[src/rtl/alu_result_collector.sv]
// Tagged result collector behind the four-unit ALU: priority select, format, FIFO, handshake out.
// Optional RESULT_PARITY_EN adds a per-entry even-parity bit, OUT_PARITY and sticky PAR_ERR.
module alu_result_collector #(
    parameter int IN_DATA_WIDTH = 16,
    parameter int RES_WIDTH     = 2 * IN_DATA_WIDTH,
    parameter int CMP_WIDTH     = 3,
    parameter int DEPTH         = 4,
    localparam int AW           = $clog2(DEPTH),
    localparam int CW           = AW + 1
) (
    input  logic                     CLK,
    input  logic                     RST,
    input  logic [RES_WIDTH-1:0]     Arith_OUT,
    input  logic                     Arith_Flag,
    input  logic                     Carry_OUT,
    input  logic [IN_DATA_WIDTH-1:0] Logic_OUT,
    input  logic                     Logic_Flag,
    input  logic [IN_DATA_WIDTH-1:0] SHIFT_OUT,
    input  logic                     SHIFT_Flag,
    input  logic [CMP_WIDTH-1:0]     CMP_OUT,
    input  logic                     CMP_Flag,
    output logic [RES_WIDTH-1:0]     OUT_DATA,
    output logic [1:0]               OUT_TAG,
    output logic                     OUT_CARRY,
    output logic                     OUT_VALID,
    input  logic                     OUT_READY,
    output logic [CW-1:0]            COUNT,
    input  logic                     CLR_ERR,
    output logic                     OVF_ERR,
`ifdef RESULT_PARITY_EN
    output logic                     OUT_PARITY,
    output logic                     PAR_ERR,
`endif
    output logic                     MULTI_ERR
);

    logic [CW-1:0]        wr_q, wr_d;
    logic [CW-1:0]        rd_q, rd_d;
    logic                 ovf_q, ovf_d;
    logic                 multi_q, multi_d;

    logic [RES_WIDTH-1:0] data_q  [DEPTH];
    logic [1:0]           tag_q   [DEPTH];
    logic                 carry_q [DEPTH];

    logic [RES_WIDTH-1:0] sel_data;
    logic [1:0]           sel_tag;
    logic                 sel_carry;

    logic                 push_req;
    logic                 multi_evt;
    logic                 empty;
    logic                 full;
    logic                 pop;
    logic                 push_ok;
    logic                 ovf_evt;
    logic [AW-1:0]        head;
    logic [AW-1:0]        tail;

    assign head = rd_q[AW-1:0];
    assign tail = wr_q[AW-1:0];

    assign push_req  = Arith_Flag | Logic_Flag | SHIFT_Flag | CMP_Flag;
    assign multi_evt = (Arith_Flag & (Logic_Flag | SHIFT_Flag | CMP_Flag))
                     | (Logic_Flag & (SHIFT_Flag | CMP_Flag))
                     | (SHIFT_Flag & CMP_Flag);

    // Fixed priority: arith, logic, shift, compare
    always_comb begin
        sel_data  = '0;
        sel_tag   = 2'd0;
        sel_carry = 1'b0;
        if (Arith_Flag) begin
            sel_data  = Arith_OUT;
            sel_tag   = 2'd0;
            sel_carry = Carry_OUT;
        end else if (Logic_Flag) begin
            sel_data  = RES_WIDTH'(Logic_OUT);
            sel_tag   = 2'd1;
        end else if (SHIFT_Flag) begin
            sel_data  = RES_WIDTH'(SHIFT_OUT);
            sel_tag   = 2'd2;
        end else if (CMP_Flag) begin
            sel_data  = RES_WIDTH'(CMP_OUT);
            sel_tag   = 2'd3;
        end
    end

    assign empty = (wr_q == rd_q);
    assign full  = (wr_q[AW] != rd_q[AW]) && (tail == head);

    // Pop frees the head slot this edge, so a full FIFO can still accept
    assign pop     = ~empty & OUT_READY;
    assign push_ok = push_req & (~full | pop);
    assign ovf_evt = push_req & full & ~pop;

    always_comb begin
        wr_d    = wr_q;
        rd_d    = rd_q;
        ovf_d   = (ovf_q & ~CLR_ERR) | ovf_evt;
        multi_d = (multi_q & ~CLR_ERR) | multi_evt;
        if (push_ok) begin
            wr_d = wr_q + CW'(1);
        end
        if (pop) begin
            rd_d = rd_q + CW'(1);
        end
    end

    always_ff @(posedge CLK or negedge RST) begin
        if (!RST) begin
            wr_q    <= '0;
            rd_q    <= '0;
            ovf_q   <= 1'b0;
            multi_q <= 1'b0;
        end else begin
            wr_q    <= wr_d;
            rd_q    <= rd_d;
            ovf_q   <= ovf_d;
            multi_q <= multi_d;
        end
    end

    always_ff @(posedge CLK) begin
        if (push_ok) begin
            data_q[tail]  <= sel_data;
            tag_q[tail]   <= sel_tag;
            carry_q[tail] <= sel_carry;
        end
    end

    assign OUT_VALID = ~empty;
    assign OUT_DATA  = empty ? '0   : data_q[head];
    assign OUT_TAG   = empty ? 2'd0 : tag_q[head];
    assign OUT_CARRY = empty ? 1'b0 : carry_q[head];
    assign COUNT     = wr_q - rd_q;
    assign OVF_ERR   = ovf_q;
    assign MULTI_ERR = multi_q;

`ifdef RESULT_PARITY_EN
    logic par_q [DEPTH];
    logic par_err_q, par_err_d;
    logic head_par;
    logic par_evt;

    assign head_par = ^{OUT_TAG, OUT_CARRY, OUT_DATA};
    assign par_evt  = pop & (head_par != par_q[head]);
    assign par_err_d = (par_err_q & ~CLR_ERR) | par_evt;

    always_ff @(posedge CLK) begin
        if (push_ok) begin
            par_q[tail] <= ^{sel_tag, sel_carry, sel_data};
        end
    end

    always_ff @(posedge CLK or negedge RST) begin
        if (!RST) begin
            par_err_q <= 1'b0;
        end else begin
            par_err_q <= par_err_d;
        end
    end

    assign OUT_PARITY = empty ? 1'b0 : par_q[head];
    assign PAR_ERR    = par_err_q;
`endif

endmodule

[config.mk]
export PLATFORM = sky130hd
export DESIGN_NAME = alu_result_collector
export DESIGN_NICKNAME = d
export VERILOG_FILES = /design/src/rtl/alu_result_collector.sv
export SDC_FILE = /design/constraint.sdc
export NUM_CORES = 1
export LEC_CHECK = 0
export ABC_AREA = 0
export ABC_CLOCK_PERIOD_IN_PS = 8000
export BUFFER_PORTS_ARGS = -buffer_cell sky130_fd_sc_hd__buf_2
export CAP_MARGIN = 20
export CORE_MARGIN = 2
export CORE_UTILIZATION = 45
export DETAILED_ROUTE_END_ITERATION = 7
export PLACE_DENSITY = 0.77
export SYNTH_ARGS = -nofsm -noshare
export SYNTH_HDL_FRONTEND = slang
export SYNTH_SLANG_ARGS = --single-unit
[constraint.sdc]
create_clock -name CLK -period 8 [get_ports CLK]
set_input_delay 1.2 -clock CLK [delete_from_list [all_inputs] [get_ports CLK]]
set_output_delay 1.2 -clock CLK [all_outputs]
set_load 0.02 [all_outputs]
==> impl_metrics.toml <==
[floorplan]
dieArea_um2 = 14900
boundaryPins = 117
placementRows = 43
die_h_um = 122
start_util_pct = 45.6
core-area_um2 = 13800
die_x_um = 122

[synthesis]
yosysSeqAreaShare_pct = 70.1
synth_top_area_cell = "sky130_fd_sc_hd__edfxtp_1"
synth_top_cells_by_area = "sky130_fd_sc_hd__edfxtp_1 (67%), sky130_fd_sc_hd__mux4_2 (13%), sky130_fd_sc_hd__dfrtp_1 (3.2%), sky130_fd_sc_hd__nor2b_1 (2.7%), sky130_fd_sc_hd__a22oi_1 (2.2%)"
postSynthCellCount = 352
synth_area_um2 = 6280
synth_top_cell_area_share_pct = 66.9
ys_ff_latch = 148
ys.warnings.count = 0
synthDistinctLibCells = 33
post_synth.cell_area_avg_um2 = 17.8
ys_async_sr_fraction_pct = 5.41
synth_enable_flop_cells = 140
number_of_nets_produced_by_synthesis = 436
synth_ff_type = "sky130_fd_sc_hd__edfxtp_1"
ys_top_cells_by_count = "sky130_fd_sc_hd__edfxtp_1 (140), sky130_fd_sc_hd__mux4_2 (35), sky130_fd_sc_hd__nor2b_1 (27)"
yosys.cell_count.top_type = "sky130_fd_sc_hd__edfxtp_1"

[placed_design]
buffer_ports.inserted = 116
detailedPlace.worstSlack_ns = 4.00
gp_routability_congestion = 0.746
post-dp-hpwl_um = 7080

[setup_path]
worst_reg_to_reg_path_cell_count = 5
crit_path_max_fanout = 39
crit_family = "simple AND/OR/NAND/NOR gates"
reg2reg_from = "rd_q[1]$_DFFE_PN0P_"
worstSetupEndpointType = "output port"
worst-setup-path-type = "register to output port"
cp.buffers_inverters = 2
slowest_stage = "sky130_fd_sc_hd__dfrtp_2"
worstPathArrival_ns = 3.17
worst_r2r_endpoint = "data_q[1][14]$_DFFE_PP_"
timing.critical_path.from_type = "register"
worst_ep_required_time_ns = 6.80
worst_path_largest_cell_delay_ns = 1.01
ff2ff_setup_slack_ns = 4.94
crit_path_cell_trace = "inv_1 > ha_1 > nand2_1 > nor2_4 > and2b_1 > buf_2"

[cells_and_area]
syn_to_final_growth_pct = 20.6
n_antenna_cell = 0
post_route_cells_drive_above_1_share_pct = 39.4
nets = 554
fillerInstances = 1116

[global_route]
grt_first_pass_wirelength_um = 18400
gr-usage-all-layers_pct = 16.9
overflow = 0
grt_pass1_vias = 3460
number_of_antenna_violations_at_the_first_check_in_global_routing = 0
maximum_number_of_pins_on_one_net_before_global_route_repair = 55

[drt]
detail_route.iter0.violations = 229
postRouteAntennaNets = 0
wl_um = 12000
avgViaCountPerCell = 5.27
dr.pass1.iters = 4
detailroute.via_count = 3487
drc = 0
routed_wire_length_per_instance_um = 18.1

[cts]
clock_latency_ns = 0.40
cts.sinks = 148
cts_post_setup_buffers_inserted = 0
cts_made_buffers = 17
post_cts_hold_buffer_count = 0
cts_root_buffer = "sky130_fd_sc_hd__clkbuf_16"
tritoncts = "yes"
post_cts_resize_count = 0
cts-root-to-sink-buffers = 2
cts.clk_slew.worst_paths_ns = 0.06
cts_max_level = 4

[worst_hold_path]
min-delay-start = "wr_q[2]$_DFFE_PN0P_"
hold_path_depth = 1
hold-path-endpoint = "wr_q[2]$_DFFE_PN0P_"
hp-class = "register to register"

[timing]
slew_violations = 0
hold_ws_ns = 0.526
slew_headroom_pct = 31.9
timing.final.crit_share_pct = 54.7
final-hold-violation-count = 0
setup_violations = 0
setup_slack_ns = 3.63
fmax_mhz = 229
period_minus_slack_ns = 4.37
fin_tns_setup_ns = 0
grt_setup_unrepaired = "no"
worst_pin_slew_ns = 1.02
timing.clock.skew_ns = 0.00661

[power]
netSwitchingPower_mw = 1.20
powerDensity_nw_per_um2 = 449
power_switching_share_pct = 35.3
maximum_vdd_drop_mv = 0.304
clock_group_share_of_total_power_pct = 21.6
power.combinational.fraction_pct = 40.0
leakagePower_nw = 2.85
cell_internal_pwr_mw = 2.20
seq_power_share_pct = 38.4

[run]
timing.max_cap.violations = 0

[status]
outcome = "finished clean"
routing by layer:
metal	wire length (um)	GRT usage [%]	share of wire [%]
met1	5230	22.9	44
met2	5980	27.0	50
met3	722	4.40	6.0
met4	78	5.32	0.65
met5	0	0	0
cell type report:
type,instances,area (um2),share of cell area [%]
Sequential cell,148,4410,58.2
Multi-Input combinational cell,175,1760,23.2
Timing Repair Buffer,119,603,7.96
Clock buffer,21,440,5.81
Tap cell,180,225,2.97
Clock inverter,10,109,1.44
Inverter,9,33.8,0.446
worst reg2reg max path, cell delays in order, from the launching register on:
cell	delay (ns)
sky130_fd_sc_hd__dfrtp_2	1.01
sky130_fd_sc_hd__inv_1	0.12
sky130_fd_sc_hd__ha_1	0.31
sky130_fd_sc_hd__nand2_1	0.22
sky130_fd_sc_hd__o31a_4	0.21
sky130_fd_sc_hd__and2_2	0.79
power groups by stage:
stage	Sequential [mW]	Combinational, mW	Clock [mW]
finish	1.31	1.36	0.736
global route	1.34	1.48	0.783
CTS	1.31	1.39	0.750
detailed placement	1.32	1.39	0
global placement	1.31	1.38	0
floorplan	1.26	1.01	0
how the worst max path moves through the flow:
stage	from	end	slack, ns	cells past startpoint
2_1_floorplan	rd_q[1]$_DFFE_PN0P_	OUT_DATA[10]	4.56	8
3_3_place_gp	rd_q[1]$_DFFE_PN0P_	OUT_DATA[10]	4.06	6
3_5_place_dp	rd_q[1]$_DFFE_PN0P_	OUT_DATA[16]	4.00	6
4_1_cts	rd_q[1]$_DFFE_PN0P_	OUT_DATA[16]	3.55	6
5_1_grt	rd_q[1]$_DFFE_PN0P_	OUT_DATA[16]	3.39	6
6_report	rd_q[1]$_DFFE_PN0P_	OUT_DATA[14]	3.63	6
stage by stage:
stage,power (mW),instance area (um2),instances,utilization [%]
floorplan,2.27,6280,352,-
global placement,2.68,7030,631,51.0
detailed placement,2.71,7030,631,51.0
CTS,3.46,7580,662,55.0
global route,3.60,7580,662,55.0
finish,3.41,7580,662,55.0
state kept, by name (all words and copies together), names as in the netlist:
name and cells:
MULTI_ERR 1, OVF_ERR 1, carry_q 4, data_q 128, rd_q 3, tag_q 8
wr_q 3
layout by cell type (no fill, tap or decap), drive strengths merged, types with 3 or more instances in the layout:
cell type,count
mux4,35
clkbuf,21
clkinv,7
and2,20
o21ai,17
nor3,3
inv,10
a22oi,18
ha,7
nor2,4
nor2b,27
dfrtp,8
xnor2,5
nand2,14
and2b,9
edfxtp,140
buf,119
logic make-up after synthesis:
kind of cell               Yosys count  synth area share, %
DFF                                148                 70.1
and+or+nand+nor                     80                 7.53
AOI/OAI and AO/OA                   42                 4.46
muxes                               37                 13.0
buffers and inverters               29                 2.09
adders and majority gates            9                 1.87
xor gates and xnor gates             7                0.976
Power figures use the tool's default switching activity.
